## config.mk

```make
export PLATFORM = sky130hd
export DESIGN_NAME = rr_decode_arbiter
export DESIGN_NICKNAME = d
export VERILOG_FILES = /design/src/rtl/rr_decode_arbiter.sv
export SDC_FILE = /design/constraint.sdc
export NUM_CORES = 1
export LEC_CHECK = 0
export CORE_AREA = 10 10 82 84
export CTS_BUF_LIST = sky130_fd_sc_hd__clkbuf_16
export CTS_CLUSTER_DIAMETER = 100
export DETAILED_ROUTE_END_ITERATION = 8
export DIE_AREA = 0 0 92 94
export SYNTH_ARGS = -nofsm -noshare
export SYNTH_HDL_FRONTEND = slang
export SYNTH_SLANG_ARGS = --single-unit
```

## constraint.sdc

```tcl
create_clock -name clk -period 3.97 [get_ports clk]
set_input_delay 0.794 -clock clk [delete_from_list [all_inputs] [get_ports clk]]
set_output_delay 0.794 -clock clk [all_outputs]
set_load 0.02 [all_outputs]
```

## src/rtl/rr_decode_arbiter.sv

```systemverilog
// rr_decode_arbiter: 8-way round-robin arbiter for one shared resource.
// The winner is reported both as a 3-bit index and as a one-hot grant
// built by an enable-gated 3-to-8 decode. Ownership is bounded by a hold
// limit when others are waiting, and every grant is followed by one dead cycle.
`timescale 1ns/1ps

module rr_decode_arbiter #(
    parameter int NREQ     = 8,
    parameter int MAX_HOLD = 16
) (
    input  logic            clk,
    input  logic            rst,
    input  logic            en,
    input  logic [NREQ-1:0] req,
    output logic [NREQ-1:0] gnt,
    output logic [2:0]      gnt_idx,
    output logic            gnt_valid,
    output logic            preempt
);

    localparam logic [1:0] ST_IDLE  = 2'd0;
    localparam logic [1:0] ST_GRANT = 2'd1;
    localparam logic [1:0] ST_GAP   = 2'd2;

    // Last hcnt value an owner may reach before it must yield to a waiter.
    localparam logic [7:0] HOLD_LAST = 8'(MAX_HOLD - 1);

    logic [1:0]      state_q, state_d;
    logic [2:0]      ptr_q, ptr_d;
    logic [7:0]      hcnt_q, hcnt_d;
    logic [NREQ-1:0] gnt_q, gnt_d;
    logic [2:0]      idx_q, idx_d;
    logic            valid_q, valid_d;
    logic            preempt_q, preempt_d;

    logic [2:0]      win_idx;
    logic            win_found;
    logic [2:0]      cand;
    logic [NREQ-1:0] owner_mask;
    logic            others_waiting;

    // 3-to-8 decode; a low enable forces an all-zero vector.
    function automatic logic [NREQ-1:0] decode3to8(input logic [2:0] idx, input logic ena);
        logic [NREQ-1:0] onehot;
        onehot = '0;
        if (ena) begin
            onehot[idx] = 1'b1;
        end
        return onehot;
    endfunction

    // Rotated priority search: first requester at or after the pointer wins.
    always_comb begin
        // NOTE: every variable gets a default first so no path leaves it unassigned,
        // which would otherwise infer a latch.
        win_idx   = '0;
        win_found = 1'b0;
        cand      = '0;
        for (int k = 0; k < NREQ; k++) begin
            cand = ptr_q + 3'(k);
            if (!win_found && req[cand]) begin
                win_idx   = cand;
                win_found = 1'b1;
            end
        end
    end

    // Requests from anyone other than the current owner.
    always_comb begin
        owner_mask     = decode3to8(idx_q, 1'b1);
        others_waiting = |(req & ~owner_mask);
    end

    // Next-state logic for the IDLE / GRANT / GAP controller.
    always_comb begin
        state_d   = state_q;
        ptr_d     = ptr_q;
        hcnt_d    = hcnt_q;
        gnt_d     = gnt_q;
        idx_d     = idx_q;
        valid_d   = valid_q;
        preempt_d = 1'b0;

        case (state_q)
            ST_IDLE, ST_GAP: begin
                if (en && win_found) begin
                    idx_d   = win_idx;
                    gnt_d   = decode3to8(win_idx, 1'b1);
                    valid_d = 1'b1;
                    hcnt_d  = '0;
                    state_d = ST_GRANT;
                end else begin
                    gnt_d   = '0;
                    valid_d = 1'b0;
                    state_d = ST_IDLE;
                end
            end
            ST_GRANT: begin
                if (!en) begin
                    gnt_d   = '0;
                    valid_d = 1'b0;
                    ptr_d   = idx_q + 3'd1;
                    state_d = ST_IDLE;
                end else if (!req[idx_q]) begin
                    gnt_d   = '0;
                    valid_d = 1'b0;
                    ptr_d   = idx_q + 3'd1;
                    state_d = ST_GAP;
                end else if (hcnt_q == HOLD_LAST && others_waiting) begin
                    gnt_d     = '0;
                    valid_d   = 1'b0;
                    preempt_d = 1'b1;
                    ptr_d     = idx_q + 3'd1;
                    state_d   = ST_GAP;
                end else if (hcnt_q != HOLD_LAST) begin
                    // A lone owner saturates here and keeps the grant.
                    hcnt_d = hcnt_q + 8'd1;
                end
            end
            default: begin
                gnt_d   = '0;
                valid_d = 1'b0;
                state_d = ST_IDLE;
            end
        endcase
    end

    // State and output registers; reset wins over enable and requests.
    always_ff @(posedge clk) begin
        // NOTE: sequential state uses non-blocking assignments so every register
        // samples the pre-edge values regardless of statement order.
        if (rst) begin
            state_q   <= ST_IDLE;
            ptr_q     <= '0;
            hcnt_q    <= '0;
            gnt_q     <= '0;
            idx_q     <= '0;
            valid_q   <= 1'b0;
            preempt_q <= 1'b0;
        end else begin
            state_q   <= state_d;
            ptr_q     <= ptr_d;
            hcnt_q    <= hcnt_d;
            gnt_q     <= gnt_d;
            idx_q     <= idx_d;
            valid_q   <= valid_d;
            preempt_q <= preempt_d;
        end
    end

    assign gnt       = gnt_q;
    assign gnt_idx   = idx_q;
    assign gnt_valid = valid_q;
    assign preempt   = preempt_q;

endmodule

```

Word-level counts from Yosys, hierarchy flattened
Cells that the tools add are included.

cells by class
  add/sub/neg operators = 9
  reduce and logical (&&, ||, !) cells = 26
  order comparisons = 12
  mux-type cells = 63
  equal/unequal tests = 11
  bitwise operators = 5

operators with widths
  operator               count
  $mux W8                9
  $lt A3 B4 Y1 const B   10
  $mux W3                11
  $pmux W8 S2            2
  $bmux W1 S3            9
  $mux W1                25
  $add A3 B3 Y3 const B  4
  $logic_and A1 B1 Y1    11
  $ne A2 B2 Y1 const B   5
  $add A8 B1 Y8 const B  1
  $and A8 B8 Y8          1
  $eq A8 B4 Y1 const B   1
  $ne A8 B4 Y1 const B   1
  $not A8 Y8             1
  $reduce_or A8 Y1       1
  $logic_not A1 Y1       7
  $add A3 B1 Y3 const B  2
  $add A3 B2 Y3 const B  2
  $demux W1 S3           2
  $ge A3 B1 Y1 const B   2
  $mux W2                3
  $reduce_and A6 Y1      1
  $ne A4 B4 Y1 const B   1
  $pmux W2 S2            1
  other kinds (10)       13

word-level totals
  input bits = 11
  word-level logic and storage cells = 133
  flip-flop bits (word level) = 26

Logic depth before layout (Yosys ltp)
  word-level depth = 30
  gate-level depth with buffers = 14
  depth with buffers taken out = 10

Worst setup path after synthesis
No wires, ideal clock.

  kind = flip-flop to flip-flop
  from = reg ptr_q[0]
  to = reg gnt_q[3] (netlist: gnt[3])
  path slack = 0.313 ns
  data required time = 3.853 ns
  path buffers = 2
  cell stages (with the launch flop) = 13
  period minus slack after synthesis = 3.657 ns
  arrival = 3.540 ns
  path through = dfxtp_1 > buf_6 > clkbuf_1 > inv_1 > ha_1 > mux4_2 > mux2_4 > o32a_4 > nor3b_4 > a311o_2 > nor2_2 > and2_4 > a22o_1

on the way
  longest elaborated chain between the ends = 30

ends and longest elaborated chain
  item                                                                    line  RTL
  from (decl)                                                             29    logic [2:0] ptr_q, ptr_d;
  from (signal assigned)                                                  142   ptr_q <= ptr_d;
  parallel branches: the longest is 28 deep, another holds $add A3 B1 Y3  -
  $mux W8 (*)                                                             86    if (en && win_found) begin
  $pmux W8 S2 (*)                                                         84    case (state_q)
  to (signal assigned)                                                    144   gnt_q <= gnt_d;
  to (decl)                                                               31    logic [NREQ-1:0] gnt_q, gnt_d;

Every way passes the cells marked *. The select of a mux whose other input is x is not followed.
A chain may end at the register's enable or synchronous reset.

Worst setup path after layout
  from = in req[4]
  to = reg gnt_q[6] (netlist: gnt[6])

on the way
  longest elaborated chain between the ends = 30

ends and longest elaborated chain
  item                                                                       line  RTL
  from (decl)                                                                14    input logic [NREQ-1:0] req,
  $bmux W1 S3                                                                61    if (!win_found && req[cand]) begin
  $mux W1 (not written as such)                                              61
  $mux W1                                                                    61
  $logic_not A1 Y1                                                           61
  $logic_and A1 B1 Y1                                                        61
  $mux W1                                                                    61
  $logic_not A1 Y1                                                           61
  $logic_and A1 B1 Y1                                                        61
  (+14 left out)                                                             -
  $logic_and A1 B1 Y1                                                        61
  $mux W3                                                                    61
  $lt A3 B4 Y1 (not written as such) / $ge A3 B1 Y1 (equally long branches)  47    onehot[idx] = 1'b1;
  $logic_and A1 B1 Y1 (not written as such)                                  47
  $mux W1 (not written as such)                                              47
  $demux W1 S3                                                               47
  $mux W8                                                                    86
  $pmux W8 S2                                                                84

Several ways; a longest one is shown, not always the timed one. The select of a mux whose other input is x is not followed.

==> results.sh <==
export IMPL_fp_dieH_um=94
export IMPL_drcViolationCount=0
export IMPL_clock_latency_ns=0.25
export IMPL_layout_drive_gt1_share=0.200
export IMPL_totalWireLength_mm=5.29
export IMPL_synthArstFlopShare=0
export IMPL_placed_area_um2=2560
export IMPL_critical_path_max_stage_delay_ns=0.58
export IMPL_cts_clk_slew_worst_paths_ns=0.06
export IMPL_hold_buffers=0
export IMPL_post_route_period_util=0.892
export IMPL_intPower_mw=0.571
export IMPL_ys_seq_elements=26
export IMPL_path_buf_inv=1
export IMPL_worstPathCellList="clkdlybuf4s50_1 > mux4_2 > mux2_4 > o32a_4 > nor2_1 > a32oi_1 > a21oi_1 > o21ai_0"
export IMPL_post_cts_resized=0
export IMPL_clk_path_buf_depth=2
export IMPL_endpoint_kind="register"
export IMPL_wire_per_inst_um=15.6
export IMPL_finClkSkew_ns=0.00108
export IMPL_slew_headroom=0.515
export IMPL_cts_setup_buffers=0
export IMPL_power_switching_mw=0.290
export IMPL_io_pins=24
export IMPL_seqPwrFrac=0.338
export IMPL_grt_max_degree=21
export IMPL_ir_drop_uv=197
export IMPL_hpwl_mm=4.11
export IMPL_die_w_um=92
export IMPL_cts_root_buffer="clkbuf_16"
export IMPL_synth_nets=256
export IMPL_synthFlopType="dfxtp_1"
export IMPL_area_growth_pct=18.3
export IMPL_vias=1910
export IMPL_p_leak_nw=0.996
export IMPL_finalHoldViolations=0
export IMPL_status="complete, no violations"
export IMPL_htreeDepth=1
export IMPL_grt_pass1_vias=1869
export IMPL_seq_area_frac_synth=0.234
export IMPL_setup_viol=0
export IMPL_rsz0062_at_grt="false"
export IMPL_grt_remaining_overflow=0
export IMPL_dieArea_um2=8650
export IMPL_grt_pass1_wl_mm=9.25
export IMPL_numCtsBuffers=3
export IMPL_worst_slew_pin_transition_ns=0.728
export IMPL_netlist_instances=241
export IMPL_drv_slew=0
export IMPL_antenna_left=0
export IMPL_core_area_um2=5070
export IMPL_synth_edf_count=0
export IMPL_initial_core_util=0.439
export IMPL_finalCriticalPeriod_ns=3.54
export IMPL_pre_cts_ws_ns=0.161
export IMPL_comb_power_share=0.409
export IMPL_antenna_found_initial=0
export IMPL_drtIter0Drc=68
export IMPL_hp_class="register to register"
export IMPL_cts_tree="done"
export IMPL_finalWorstSetupSlack_ns=0.427
export IMPL_nNetsFinal=286
export IMPL_maxCapViolations=0
export IMPL_cts_sinks=26
export IMPL_crit_arrival_ns=3.66
export IMPL_via_per_inst=5.62
export IMPL_fmax_mhz=282
export IMPL_synth_avg_cell_area_um2=9.25
export IMPL_clock_power_share=0.253
export IMPL_critPathKind="input port to register"
export IMPL_p_sw_frac=0.337
export IMPL_crit_slowest_cell="mux4_2"
export IMPL_critPathTopFamily="compound AO/OA/AOI/OAI gates"
export IMPL_yosysWarnings=0
export IMPL_syn_area_um2=2230
export IMPL_fin_area_um2=2640
export IMPL_worstSetupStartpointType="input port"
export IMPL_yosysTopAreaCell="dfxtp_1"
export IMPL_ys_top_cells_by_area="dfxtp_1, mux2i_1, mux4_1"
export IMPL_fin_setup_tns_ns=0
export IMPL_dr_pass1_iters=4
export IMPL_synth_top_area_share=0.234
export IMPL_track_usage=0.126
export IMPL_num_rows=26
export IMPL_numPortBuffers=23
export IMPL_cp_required_ns=4.09
export IMPL_ys_types=67
export IMPL_fin_util=0.519
export IMPL_pwr_density_cell_nw_per_um2=327
export IMPL_n_antenna_cell=0
export IMPL_place_congestion=0.862
export IMPL_crit_fanout=8
final timing paths:
| check | startpoint | endpoint | slack (ns) | depth (start not counted) |
|---|---|---|---|---|
| max | req[4] | gnt[6] | 0.43 | 8 |
| min | gnt_valid | gnt_valid | 0.45 | 2 |
| max reg2reg | ptr_q[0] | gnt[6] | 0.66 | 10 |
| min reg2reg | gnt_valid | gnt_valid | 0.45 | 2 |
placed cells by master, fill, tap and decap left out, types with 7 or more instances in the layout:
master,Yosys,final
mux2_2,9,9
o21ai_0,7,7
nand2_1,18,18
nand3_1,9,9
nor2_1,21,21
buf_4,2,16
a21oi_1,9,9
mux2i_1,17,17
inv_1,10,10
clkdlybuf4s50_1,0,23
dfxtp_1,26,26
routing by layer:
layer | GRT usage | part of all wire
met5 | 0 | 0
met2 | 0.199 | 0.45
met3 | 0.0296 | 0.035
met4 | 0.0141 | 0.0077
met1 | 0.174 | 0.50
cell families (layout without fill, tap and decap cells):
kind of cell | after synthesis | in the layout | share of synthesized area
compound gates | 59 | 59 | 0.211
xor+xnor | 9 | 9 | 0.0387
fa+ha+maj | 4 | 4 | 0.0225
buf+inv | 24 | 53 | 0.0657
flops | 26 | 26 | 0.234
mux | 35 | 35 | 0.218
simple gates | 84 | 84 | 0.211
power by group through the flow:
stage | Combinational (mW) | Sequential [mW] | Clock, mW
floorplan | 0.252 | 0.298 | 0
global placement | 0.348 | 0.298 | 0
detailed placement | 0.351 | 0.297 | 0
CTS | 0.352 | 0.292 | 0.225
global route | 0.387 | 0.295 | 0.237
finish | 0.352 | 0.292 | 0.218
metrics by stage:
stage          power (mW)  std cells  hold slack [ns]
6_report            0.862        340            0.445
2_1_floorplan       0.550        241            0.471
4_1_cts             0.869        340            0.453
5_1_grt             0.919        340            0.487
3_5_place_dp        0.648        336            0.443
3_3_place_gp        0.646        336            0.437
worst reg2reg max path, cell delays in order (launching register included):
cell	delay, ns
dfxtp_1	0.33
inv_1	0.12
ha_1	0.37
buf_4	0.23
mux4_1	0.38
mux2_4	0.30
o32a_4	0.38
nor2_1	0.23
a32oi_1	0.18
a21oi_1	0.49
o21ai_0	0.17
Yosys cell counts, drive strengths merged, types with 3 or more instances:
cell     count
dfxtp       26
nor2        22
nand2       18
mux2i       17
inv         10
mux2        10
o21ai       10
a21oi        9
nand3        9
buf          8
mux4         8
a22o         6
and2         6
clkbuf       6
nand2b       6
nor3b        6
o211ai       6
xor2         6
ha           4
nor2b        4
a311oi       3
and4         3
o2111ai      3
xnor2        3
state kept, by name, indices dropped and copies added, names as in the netlist:
| signal | count |
|---|---|
| gnt | 8 |
| hcnt_q | 8 |
| gnt_idx | 3 |
| ptr_q | 3 |
| state_q | 2 |
| gnt_valid | 1 |
| preempt | 1 |
cell type report:
class	count	area [µm²]
Tap cell	70	87.6
Inverter	10	37.5
Clock buffer	3	75.1
Timing Repair Buffer	39	350
Clock inverter	1	3.75
Multi-Input combinational cell	191	1560
Fill cell	497	2440
Sequential cell	26	520
Power figures use the tool's default switching activity.
